[src/rtl/load_store_unit.sv]
// -----------------------------------------------------------------------------
// load_store_unit
//
// Converts RV32I load/store requests (LB/LH/LW/LBU/LHU/SB/SH/SW) into accesses
// on a word-addressed data memory. The memory can only read and write whole
// words:
//   - sub-word stores are done as a read-modify-write
//   - loads extract the addressed byte or half and sign- or zero-extend it
// Misaligned accesses and illegal funct3 encodings never reach memory. They
// complete one cycle after accept with resp_err=1.
//
// Ports
//   clk, rst                      clock; synchronous active-high reset
//   req_valid / req_ready         request handshake; one request in flight
//   req_we, req_funct3            1=store / 0=load; RV32I width encoding
//   req_addr, req_wdata           byte address; store data
//   resp_valid                    one-cycle completion pulse
//   resp_rdata                    extended load data (0 for stores and errors)
//   resp_err                      misaligned or illegal funct3
//   mem_readmem / mem_writemem    memory read / write enables
//   mem_addr                      word-aligned address of the latched request
//   mem_write_data                full word to write (0 outside WRITE)
//   mem_read_data                 combinational memory read data
// -----------------------------------------------------------------------------
module load_store_unit #(
    parameter int ADDR_W = 32,
    parameter int DATA_W = 32
) (
    input  logic              clk,
    input  logic              rst,
    input  logic              req_valid,
    output logic              req_ready,
    input  logic              req_we,
    input  logic [2:0]        req_funct3,
    input  logic [ADDR_W-1:0] req_addr,
    input  logic [DATA_W-1:0] req_wdata,
    output logic              resp_valid,
    output logic [DATA_W-1:0] resp_rdata,
    output logic              resp_err,
    output logic              mem_readmem,
    output logic              mem_writemem,
    output logic [ADDR_W-1:0] mem_addr,
    output logic [DATA_W-1:0] mem_write_data,
    input  logic [DATA_W-1:0] mem_read_data
);

    localparam logic [2:0] F3_B  = 3'b000;
    localparam logic [2:0] F3_H  = 3'b001;
    localparam logic [2:0] F3_W  = 3'b010;
    localparam logic [2:0] F3_BU = 3'b100;
    localparam logic [2:0] F3_HU = 3'b101;

    typedef enum logic [2:0] {
        IDLE,
        LOAD,
        RMW_RD,
        WRITE,
        RESP
    } state_t;

    state_t state_q, state_d;

    // Latched request. buf_q holds the store data from accept onwards. For
    // SB/SH it is then overwritten with the merged word, so it also serves as
    // the write buffer.
    logic [ADDR_W-1:0] addr_q;
    logic [2:0]        funct3_q;
    logic [DATA_W-1:0] buf_q;
    logic [DATA_W-1:0] resp_rdata_q;
    logic              resp_err_q;

    logic accept;
    logic req_illegal;
    logic req_misaligned;
    logic req_error;

    // ---------------------------------------------------------------- decode
    // NOTE: every signal assigned in an always_comb gets a default first;
    // a path that leaves one unassigned would infer a latch.
    always_comb begin
        req_illegal    = 1'b1;
        req_misaligned = 1'b0;
        case (req_funct3)
            F3_B: req_illegal = 1'b0;
            F3_H: begin
                req_illegal    = 1'b0;
                req_misaligned = req_addr[0];
            end
            F3_W: begin
                req_illegal    = 1'b0;
                req_misaligned = |req_addr[1:0];
            end
            // Unsigned widths exist only for loads.
            F3_BU: req_illegal = req_we;
            F3_HU: begin
                req_illegal    = req_we;
                req_misaligned = req_addr[0];
            end
            default: req_illegal = 1'b1;
        endcase
    end

    assign req_error = req_illegal | req_misaligned;
    assign accept    = req_valid & req_ready;

    // ----------------------------------------------- load extract / RMW merge
    logic [DATA_W-1:0] rd_shifted;
    logic [7:0]        rd_byte;
    logic [15:0]       rd_half;
    logic [DATA_W-1:0] load_data;
    logic [DATA_W-1:0] merged;

    assign rd_shifted = mem_read_data >> {addr_q[1:0], 3'b000};
    assign rd_byte    = rd_shifted[7:0];
    assign rd_half    = addr_q[1] ? mem_read_data[31:16] : mem_read_data[15:0];

    always_comb begin
        load_data = '0;
        case (funct3_q)
            F3_B:    load_data = {{24{rd_byte[7]}}, rd_byte};
            F3_H:    load_data = {{16{rd_half[15]}}, rd_half};
            F3_W:    load_data = mem_read_data;
            F3_BU:   load_data = {24'h0, rd_byte};
            F3_HU:   load_data = {16'h0, rd_half};
            default: load_data = '0;
        endcase
    end

    always_comb begin
        merged = mem_read_data;
        if (funct3_q == F3_B) begin
            merged[{addr_q[1:0], 3'b000} +: 8] = buf_q[7:0];
        end else begin
            merged[{addr_q[1], 4'b0000} +: 16] = buf_q[15:0];
        end
    end

    // ------------------------------------------------------------ FSM state
    // NOTE: sequential state uses non-blocking assignments so that every
    // register samples values from before the clock edge.
    always_ff @(posedge clk) begin
        if (rst) begin
            state_q <= IDLE;
        end else begin
            state_q <= state_d;
        end
    end

    // ------------------------------------------- FSM next state and outputs
    // Memory enables, req_ready and resp_valid are all forced low while rst is
    // high. An in-flight RMW therefore never writes and an aborted request
    // never signals completion.
    always_comb begin
        state_d        = state_q;
        req_ready      = 1'b0;
        mem_readmem    = 1'b0;
        mem_writemem   = 1'b0;
        mem_write_data = '0;
        resp_valid     = 1'b0;
        case (state_q)
            IDLE: begin
                req_ready = !rst;
                if (accept) begin
                    if (req_error)              state_d = RESP;
                    else if (!req_we)           state_d = LOAD;
                    else if (req_funct3 == F3_W) state_d = WRITE;
                    else                        state_d = RMW_RD;
                end
            end
            LOAD: begin
                mem_readmem = !rst;
                state_d     = RESP;
            end
            RMW_RD: begin
                mem_readmem = !rst;
                state_d     = WRITE;
            end
            WRITE: begin
                mem_writemem   = !rst;
                mem_write_data = buf_q;
                state_d        = RESP;
            end
            RESP: begin
                resp_valid = !rst;
                state_d    = IDLE;
            end
            default: state_d = IDLE;
        endcase
    end

    // -------------------------------------------------------------- datapath
    // NOTE: the latched request, the merge buffer and the response registers
    // are all reset, so nothing from before reset can leak into a response.
    always_ff @(posedge clk) begin
        if (rst) begin
            addr_q       <= '0;
            funct3_q     <= '0;
            buf_q        <= '0;
            resp_rdata_q <= '0;
            resp_err_q   <= 1'b0;
        end else begin
            case (state_q)
                IDLE: begin
                    if (accept) begin
                        addr_q       <= req_addr;
                        funct3_q     <= req_funct3;
                        buf_q        <= req_wdata;
                        resp_rdata_q <= '0;
                        resp_err_q   <= req_error;
                    end
                end
                LOAD:    resp_rdata_q <= load_data;
                RMW_RD:  buf_q        <= merged;
                default: ;
            endcase
        end
    end

    assign mem_addr   = {addr_q[ADDR_W-1:2], 2'b00};
    assign resp_rdata = resp_rdata_q;
    assign resp_err   = resp_err_q;

endmodule

[config.mk]
export PLATFORM = sky130hd
export DESIGN_NAME = load_store_unit
export DESIGN_NICKNAME = d
export VERILOG_FILES = /design/src/rtl/load_store_unit.sv
export SDC_FILE = /design/constraint.sdc
export NUM_CORES = 1
export LEC_CHECK = 0
export CELL_PAD_IN_SITES_DETAIL_PLACEMENT = 1
export CELL_PAD_IN_SITES_GLOBAL_PLACEMENT = 2
export CORE_MARGIN = 2
export CORE_UTILIZATION = 27
export CTS_CLUSTER_SIZE = 24
export DETAILED_ROUTE_END_ITERATION = 8
export PLACE_DENSITY_LB_ADDON = 0.1
export SETUP_SLACK_MARGIN = 0.15
export SYNTH_ARGS = -nofsm -noshare
export SYNTH_HDL_FRONTEND = slang
export SYNTH_SLANG_ARGS = --single-unit
[constraint.sdc]
create_clock -name clk -period 6.5 [get_ports clk]
set_clock_uncertainty 0.2 [all_clocks]
set_input_delay 0.65 -clock clk [delete_from_list [all_inputs] [get_ports clk]]
set_output_delay 0.65 -clock clk [all_outputs]
set_load 0.03 [all_outputs]
; ---- Word level (Yosys, flattened, before mapping)
; Index checks and enable logic that the tools add are counted.
[word_totals]
out_inout_bits = 101
ff_bits = 103
[op_classes]
n_mux = 21
n_eq_ne = 13
bitwise_logic = 2
n_addsub = 2
shift = 5
reduce_logical = 15
[ops]
columns = operator, count
row1 = 32-bit case mux with 5 select lines, 1
row2 = 32-bit 2-to-1 mux, 4
row3 = 32-bit case mux with 2 select lines, 2
row4 = 32-bit bitwise mux, 2
row5 = "16-bit by 7-bit variable shift with 32-bit output, first input constant", 1
row6 = "8-bit by 7-bit variable shift with 32-bit output, first input constant", 1
row7 = 16-bit by 7-bit variable part select with 32-bit output, 1
row8 = 8-bit by 7-bit variable part select with 32-bit output, 1
row9 = 32-bit by 5-bit >> shifter with 8-bit output, 1
row10 = 16-bit 2-to-1 mux, 1
row11 = "3-bit equality test, second input constant", 5
row12 = 5-bit negator with 7-bit output, 2
row13 = "3-bit by 2-bit equality test with 1-bit output, second input constant", 4
row14 = 2-bit OR reduction, 5
row15 = "3-bit by 1-bit equality test with 1-bit output, second input constant", 3
row16 = 3-bit zero test, 3
row17 = 3-bit case mux with 3 select lines, 1
row18 = 3-bit 2-to-1 mux, 2
row19 = 2-bit AND reduction, 3
row20 = 1-bit 2-to-1 mux, 5
row21 = 1-bit case mux with 2 select lines, 2
row22 = 2-bit nonzero test, 2
row23 = 3-bit OR reduction, 1
row24 = 2-bit 2-to-1 mux, 1
row25 = other kinds (4), 4

; ---- Depth between registers and ports, before layout
; Gate-level depths: netlist of run 1.
[logic_depth]
depth_word = 7
depth_mapped = 8
depth_no_buf = 6

; ---- Worst setup path after synthesis of run 1
; Ideal clock, no wire load.
[synth_path]
kind = in2out
startpoint = input port rst
endpoint = output port resp_valid
path_slack_ns = 3.777
required_ns = 5.650
path_stages = 2
path_buffers = 1
arrival_ns = 1.873
cell_sequence = clkbuf_1 > nor4b_1
[synth_between]
elab_chain_cells = 2
[synth_rtl]
columns = item, line_no
row1 = from (decl), 30  ; input logic rst,
row2 = 1-bit zero test, 184  ; resp_valid = !rst;
row3 = 1-bit 2-to-1 mux, 160  ; case (state_q)
row4 = to (decl), 37  ; output logic resp_valid,
; No other way between the ends.

; ---- Worst setup path in the final report of run 1
[layout_path]
startpoint = register state_q[1]
endpoint = output port mem_write_data[4]
[layout_between]
elab_chain_cells = 2
[layout_rtl]
columns = item, line_no
row1 = from (decl), 61  ; state_t state_q, state_d;
row2 = from (signal assigned), 145  ; state_q <= state_d;
row3 = 3-bit by 2-bit equality test with 1-bit output, 160
row4 = 32-bit 2-to-1 mux, 160
row5 = to (decl), 43  ; output logic [DATA_W-1:0] mem_write_data,
; No other way between the ends.

==> flow_summary.json, run 1 <==
{
  "yosysWarnings": 0,
  "synth-seq-cells": 103,
  "cts-htree-levels": 3,
  "grt_pass1_vias": 5688,
  "clockBufferDepth": 2,
  "cts_buffers": 9,
  "fp.coreArea_um2": 20300,
  "post_cts_buffers": 0,
  "met2_usage_pct": 31.02,
  "wl_per_cell_um": 20.00,
  "rsz0062_at_grt": "no",
  "crit_path_max_incr_delay_ns": 0.75,
  "p_int_w": 0.001093,
  "cp_slowest_cell": "dfxtp_1",
  "dpl_cell_area_um2": 7535,
  "placementRows": 52,
  "grtUsageMet1_pct": 27.15,
  "overflow": 0,
  "switching_share_pct": 31.56,
  "required_ns": 5.65,
  "synth_enable_flop_cells": 0,
  "drtIter0Drc": 332,
  "seqPwrFrac_pct": 44.6,
  "setup_viol": 0,
  "synth_top_area_share_pct": 36.86,
  "clk_pin_slew_worst_paths_ns": 0.07,
  "synth.avg_cell_area_um2": 8.425,
  "grt_max_degree": 65,
  "dpl.hpwl_um": 16220,
  "drive_gt1_share_pct": 8.229,
  "die_h_um": 147.9,
  "ant_nets": 0,
  "synth-seq-area-share_pct": 36.86,
  "clock_sinks": 103,
  "gr-usage-met3_pct": 4.475,
  "yosys.area.top_type": "dfxtp_1",
  "numPortBuffers": 201,
  "fmax_mhz": 270.4,
  "place_congestion": 0.8193,
  "crit_chain": "inv_1, nor3b_2, buf_4, and2_1, clkdlybuf4s50_1",
  "maxCapViolCount": 0,
  "synth.distinct_cells": 66,
  "setup-tns-final_ns": 0,
  "num_vias": 5494,
  "clock_latency_ns": 0.35,
  "routed_wirelength_um": 21460,
  "clkPwrFrac_pct": 33.9,
  "ctsResizeCount": 0,
  "routed_via_density": 5.120,
  "startpoint": "state_q[1]",
  "r2r-start": "addr_q[1]",
  "areaGrowthSynthToFinish_pct": 39.83,
  "hold_viol": 0,
  "whs_path_depth": 2,
  "p_switching_w": 0.0005040,
  "tightest_slew_ns": 1.240,
  "p_comb_share_pct": 21.5,
  "min_path_type": "reg -> reg",
  "critPathLaunchType": "flip-flop",
  "design_area_um2": 7823,
  "synth_area_leaders": "dfxtp_1, nand2_1, a21oi_1",
  "cts_root_buffer": "clkbuf_16",
  "netlist_area_um2": 5594,
  "min_period_ns": 3.699,
  "slew_headroom_pct": 17.03,
  "ios": 204,
  "r2r_end": "buf_q[16]",
  "antenna_found_initial": 1,
  "top_usage_layer": "met2",
  "die_w_um": 147.9,
  "p_leak_nw": 2.683,
  "end_kind": "output port",
  "die_area_um2": 21890,
  "p_per_area_nw_per_um2": 204.1,
  "async_flop_share_pct": 0,
  "start_util_pct": 27.56,
  "hold_end": "addr_q[17]",
  "ir_worst_vdd_v": 0.0001028,
  "grt_pass1_wl_um": 33250,
  "crit_fanout": 33,
  "drc": 0,
  "reg2reg_depth": 8,
  "report.final.slew_viol_count": 0,
  "dr.pass1.iters": 7,
  "layout.nets": 905,
  "grt_usage_pct": 19.47,
  "holdBufCountCts": 0,
  "crit_type": "reg -> out",
  "cts_tree": "done",
  "min_period_over_period_pct": 56.90,
  "synth-main-ff-cell": "dfxtp_1",
  "cp.arrival_ns": 2.85,
  "ff2ff_setup_slack_ns": 3.06,
  "worstHoldStart": "addr_q[17]",
  "status": "complete, no violations",
  "syn-instance-count": 664
}
==> cell usage after synthesis (11+ instances only) <==
master and n:
a21oi_1 58, a222oi_1 14, buf_4 33, o2bb2ai_1 11
o21ai_0 41, and2_1 35, nor2_1 22, mux2i_1 16
buf_2 14, nand2_1 98, a221o_2 16, dfxtp_1 103
a211oi_1 21, inv_1 14, clkbuf_1 32
==> worst max-delay path by stage <==
stage / endpoint / slack, ns / cells after the start
5_1_grt: mem_write_data[4] / 2.59 / 5
4_1_cts: mem_write_data[4] / 2.77 / 5
2_1_floorplan: resp_valid / 3.78 / 2
3_3_place_gp: mem_writemem / 3.25 / 5
3_5_place_dp: buf_q[16] / 3.08 / 8
6_report: mem_write_data[4] / 2.80 / 5
==> per-stage QoR <==
| step | setup slack [ns] | hold slack, ns | instances | util, % | power (W) |
|---|---|---|---|---|---|
| floorplan | 3.777 | 0.2367 | 665 | - | 0.0009152 |
| global placement | 3.254 | 0.2409 | 1056 | 37.12 | 0.001061 |
| detailed placement | 3.084 | 0.2454 | 1056 | 37.12 | 0.001070 |
| CTS | 2.771 | 0.2600 | 1072 | 38.52 | 0.001617 |
| global route | 2.586 | 0.2829 | 1072 | 38.52 | 0.001676 |
| finish | 2.801 | 0.2567 | 1073 | 38.54 | 0.001597 |
==> power by group through the flow <==
stage               clock network, W  registers (W)  logic, W
finish                      0.000542       0.000712  0.000344
global route                0.000586       0.000718  0.000372
CTS                         0.000560       0.000712  0.000345
detailed placement                 0       0.000727  0.000344
global placement                   0       0.000725  0.000336
floorplan                          0       0.000711  0.000204
==> flip-flops by register name (all words and copies together) (netlist names) <==
register and count:
addr_q 32, buf_q 32, funct3_q 3, resp_err 1, resp_rdata 32, state_q 3
==> area by class of cell <==
cell class / instances / area [µm²]
inverter: 15 / 56.30
sequential: 103 / 2062
antenna: 1 / 2.502
timing repair buffer: 209 / 2067
multi-input combinational: 459 / 3012
clock inverter: 7 / 60.06
fill: 2384 / 12480
clock buffer: 9 / 225.2
tap: 270 / 337.8
==> routing by layer <==
metal	wire length [µm]	part of all wire, %
met4	253	1.2
met5	13	0.061
met2	9733	45
met1	10140	47
met3	1321	6.2
==> worst max-delay path: cells and delay by family, from the launching register on <==
| kind | cells | cell delay, ns |
|---|---|---|
| buffers and inverters | 3 | 1.31 |
| DFF | 1 | 0.75 |
| and+or+nand+nor | 2 | 0.42 |
==> cell usage in the layout (no fill, tap or decap), drive strengths merged, types with 8 or more instances in the layout <==
| cell | n |
|---|---|
| a22o | 8 |
| a221o | 18 |
| clkdlybuf4s50 | 200 |
| o21ai | 41 |
| buf | 9 |
| a22oi | 8 |
| nand2 | 98 |
| a21o | 9 |
| nor3 | 8 |
| mux2i | 16 |
| dfxtp | 103 |
| mux2 | 9 |
| a211oi | 22 |
| nor2 | 24 |
| nor3b | 10 |
| inv | 20 |
| o2bb2ai | 11 |
| and2 | 35 |
| clkbuf | 9 |
| a21oi | 58 |
| a222oi | 14 |
==> logic make-up (layout without fill, tap and decap cells) <==
group | after synthesis | after routing | share of synthesized area, %
mux | 26 | 26 | 5.077
other cells | 1 | 3 | 0.06703
xor+xnor | 1 | 1 | 0.1566
fa+ha+maj | 5 | 5 | 1.118
buf+inv | 103 | 240 | 9.729
flops | 103 | 103 | 36.86
simple gates | 203 | 203 | 18.32
compound gates | 222 | 222 | 28.67
(Power assumes the default switching activity.)
==> run 2: changes to the inputs <==
--- a/config.mk
+++ b/config.mk
@@ -8,7 +8,7 @@
 export CELL_PAD_IN_SITES_DETAIL_PLACEMENT = 1
 export CELL_PAD_IN_SITES_GLOBAL_PLACEMENT = 2
 export CORE_MARGIN = 2
-export CORE_UTILIZATION = 27
+export CORE_UTILIZATION = 25
 export CTS_CLUSTER_SIZE = 24
 export DETAILED_ROUTE_END_ITERATION = 8
 export PLACE_DENSITY_LB_ADDON = 0.1
==> constraint.sdc (replaced) <==
create_clock -name clk -period 3.8 [get_ports clk]
set_clock_uncertainty 0.2 [all_clocks]
set_input_delay 0.38 -clock clk [delete_from_list [all_inputs] [get_ports clk]]
set_output_delay 0.38 -clock clk [all_outputs]
set_load 0.03 [all_outputs]
==> run 2 against run 1 <==
Sequential share of layout area decreased by 0.34 points; critical path depth decreased by 1; critical endpoint is now mem_write_data[27]; clock power increased by 94%; critical path type unchanged; core utilization decreased by 2.3 points; combinational power increased by 75%; final cell count increased by 1.6%; design area increased by 1.3%.
==> flow_summary.json, run 2 (same netlist as run 1, synthesis figures left out) <==
{
  "cts-htree-levels": 3,
  "final_common_cell": "clkdlybuf4s50_1",
  "areaGrowthSynthToFinish_pct": 41.67,
  "num_vias": 5587,
  "p_per_area_nw_per_um2": 361.8,
  "min_period_over_period_pct": 75.93,
  "tightest_slew_ns": 0.8255,
  "r2r-start": "addr_q[1]",
  "report.final.slew_viol_count": 0,
  "grt_max_degree": 41,
  "end_kind": "output port",
  "crit_type": "reg -> out",
  "drive_gt1_share_pct": 8.900,
  "final_cell_mix": "clkdlybuf4s50_1, dfxtp_1, nand2_1",
  "dr.pass1.iters": 5,
  "placementRows": 54,
  "cts_tree": "done",
  "antenna_found_initial": 2,
  "startpoint": "state_q[0]",
  "drtIter0Drc": 259,
  "numPortBuffers": 201,
  "n_fill_cell": 2581,
  "setup_viol": 0,
  "setup-tns-final_ns": 0,
  "ios": 204,
  "critPathLaunchType": "flip-flop",
  "worstHoldStart": "addr_q[7]",
  "holdBufCountCts": 0,
  "multi_input_area_um2": 3007,
  "status": "complete, no violations",
  "place_congestion": 0.8364,
  "fp.coreArea_um2": 21890,
  "dpl.hpwl_um": 16880,
  "post_cts_buffers": 0,
  "layout.nets": 912,
  "clk_pin_slew_worst_paths_ns": 0.08,
  "grt_pass1_wl_um": 34690,
  "die_h_um": 153.6,
  "cp_slowest_cell": "clkdlybuf4s50_1",
  "crit_fanout": 33,
  "die_w_um": 153.6,
  "rsz0062_at_grt": "no",
  "start_util_pct": 25.55,
  "routed_via_density": 5.126,
  "min_period_ns": 2.885,
  "drc": 0,
  "crit_path_max_incr_delay_ns": 0.67,
  "min_path_type": "reg -> reg",
  "die_area_um2": 23590,
  "routed_wirelength_um": 22050,
  "clock_latency_ns": 0.36,
  "clock_sinks": 103,
  "grt_usage_pct": 18.63,
  "cp.arrival_ns": 2.31,
  "clockBufferDepth": 2,
  "overflow": 0,
  "ir_worst_vdd_v": 0.0001928,
  "hold_viol": 0,
  "ant_nets": 0,
  "cts_buffers": 9,
  "cts_root_buffer": "clkbuf_16",
  "grt_pass1_vias": 5861,
  "regArea_um2": 2062,
  "ctsResizeCount": 0,
  "fmax_mhz": 346.6,
  "crit_chain": "nor3b_2, buf_4, and2_1, clkdlybuf4s50_1",
  "p_leak_nw": 2.739,
  "required_ns": 3.22,
  "maxCapViolCount": 0,
  "finish.utilization_pct": 36.20,
  "slew_headroom_pct": 44.55,
  "wl_per_cell_um": 20.23
}
run 2: changes by cell type in the layout (fill, tap and decap cells not counted):
cell and delta:
clkinv_2 +1, inv_6 -3, inv_8 +1, nor3b_1 +1, buf_4 +7, clkinvlp_4 -1, nor3b_2 -1, bufinv_16 +2
run 2: where the power goes:
part / internal [W] / total (W) / switching (W)
logic: 0.000269 / 0.000601 / 0.000332
registers: 0.00114 / 0.00121 / 0.0000679
clock network: 0.000589 / 0.00105 / 0.000465
total: 0.00200 / 0.00287 / 0.000864
run 2: layout make-up:
cell class | count | area share [%]
antenna | 1 | 0.03158
clock buffer | 9 | 2.842
clock inverter | 7 | 1.295
inverter | 15 | 0.7105
multi-input combinational | 459 | 37.94
sequential | 103 | 26.02
tap | 280 | 4.421
timing repair buffer | 216 | 26.74
run 2: per-stage QoR:
step                      instance area (µm²)  total power (W)  hold WS, ns  instances  worst slack [ns]
after global routing                     7923         0.003011       0.2783       1089            0.7767
after detailed placement                 7595         0.001839       0.2433       1073            0.9653
after floorplan                          5598         0.001566       0.2367        665             1.403
after global placement                   7595         0.001826       0.2375       1073             1.163
after CTS                                7923         0.002910       0.2605       1089            0.8818
final                                    7925         0.002867       0.2531       1090            0.9145
run 2: per-layer routing:
metal | global-route usage (%) | routed length, µm | up-vias
met2 | 29.50 | 10040 | 148
met5 | 0 | 0 | -
met3 | 3.720 | 1110 | 26
li1 | - | - | 2658
met1 | 25.41 | 10490 | 2755
met4 | 6.116 | 408 | 0
run 2: final timing paths:
check,cells after the start,end,slack [ns]
max,4,mem_write_data[27],0.91
min,2,addr_q[7],0.25
max reg2reg,8,buf_q[21],1.00
min reg2reg,2,addr_q[7],0.25
run 2: worst max-delay path, delay by kind of cell (launching register included):
| kind | cells | cell delay, ns |
|---|---|---|
| buffers and inverters | 2 | 0.95 |
| flip-flops | 1 | 0.57 |
| AND/OR/NAND/NOR | 2 | 0.42 |
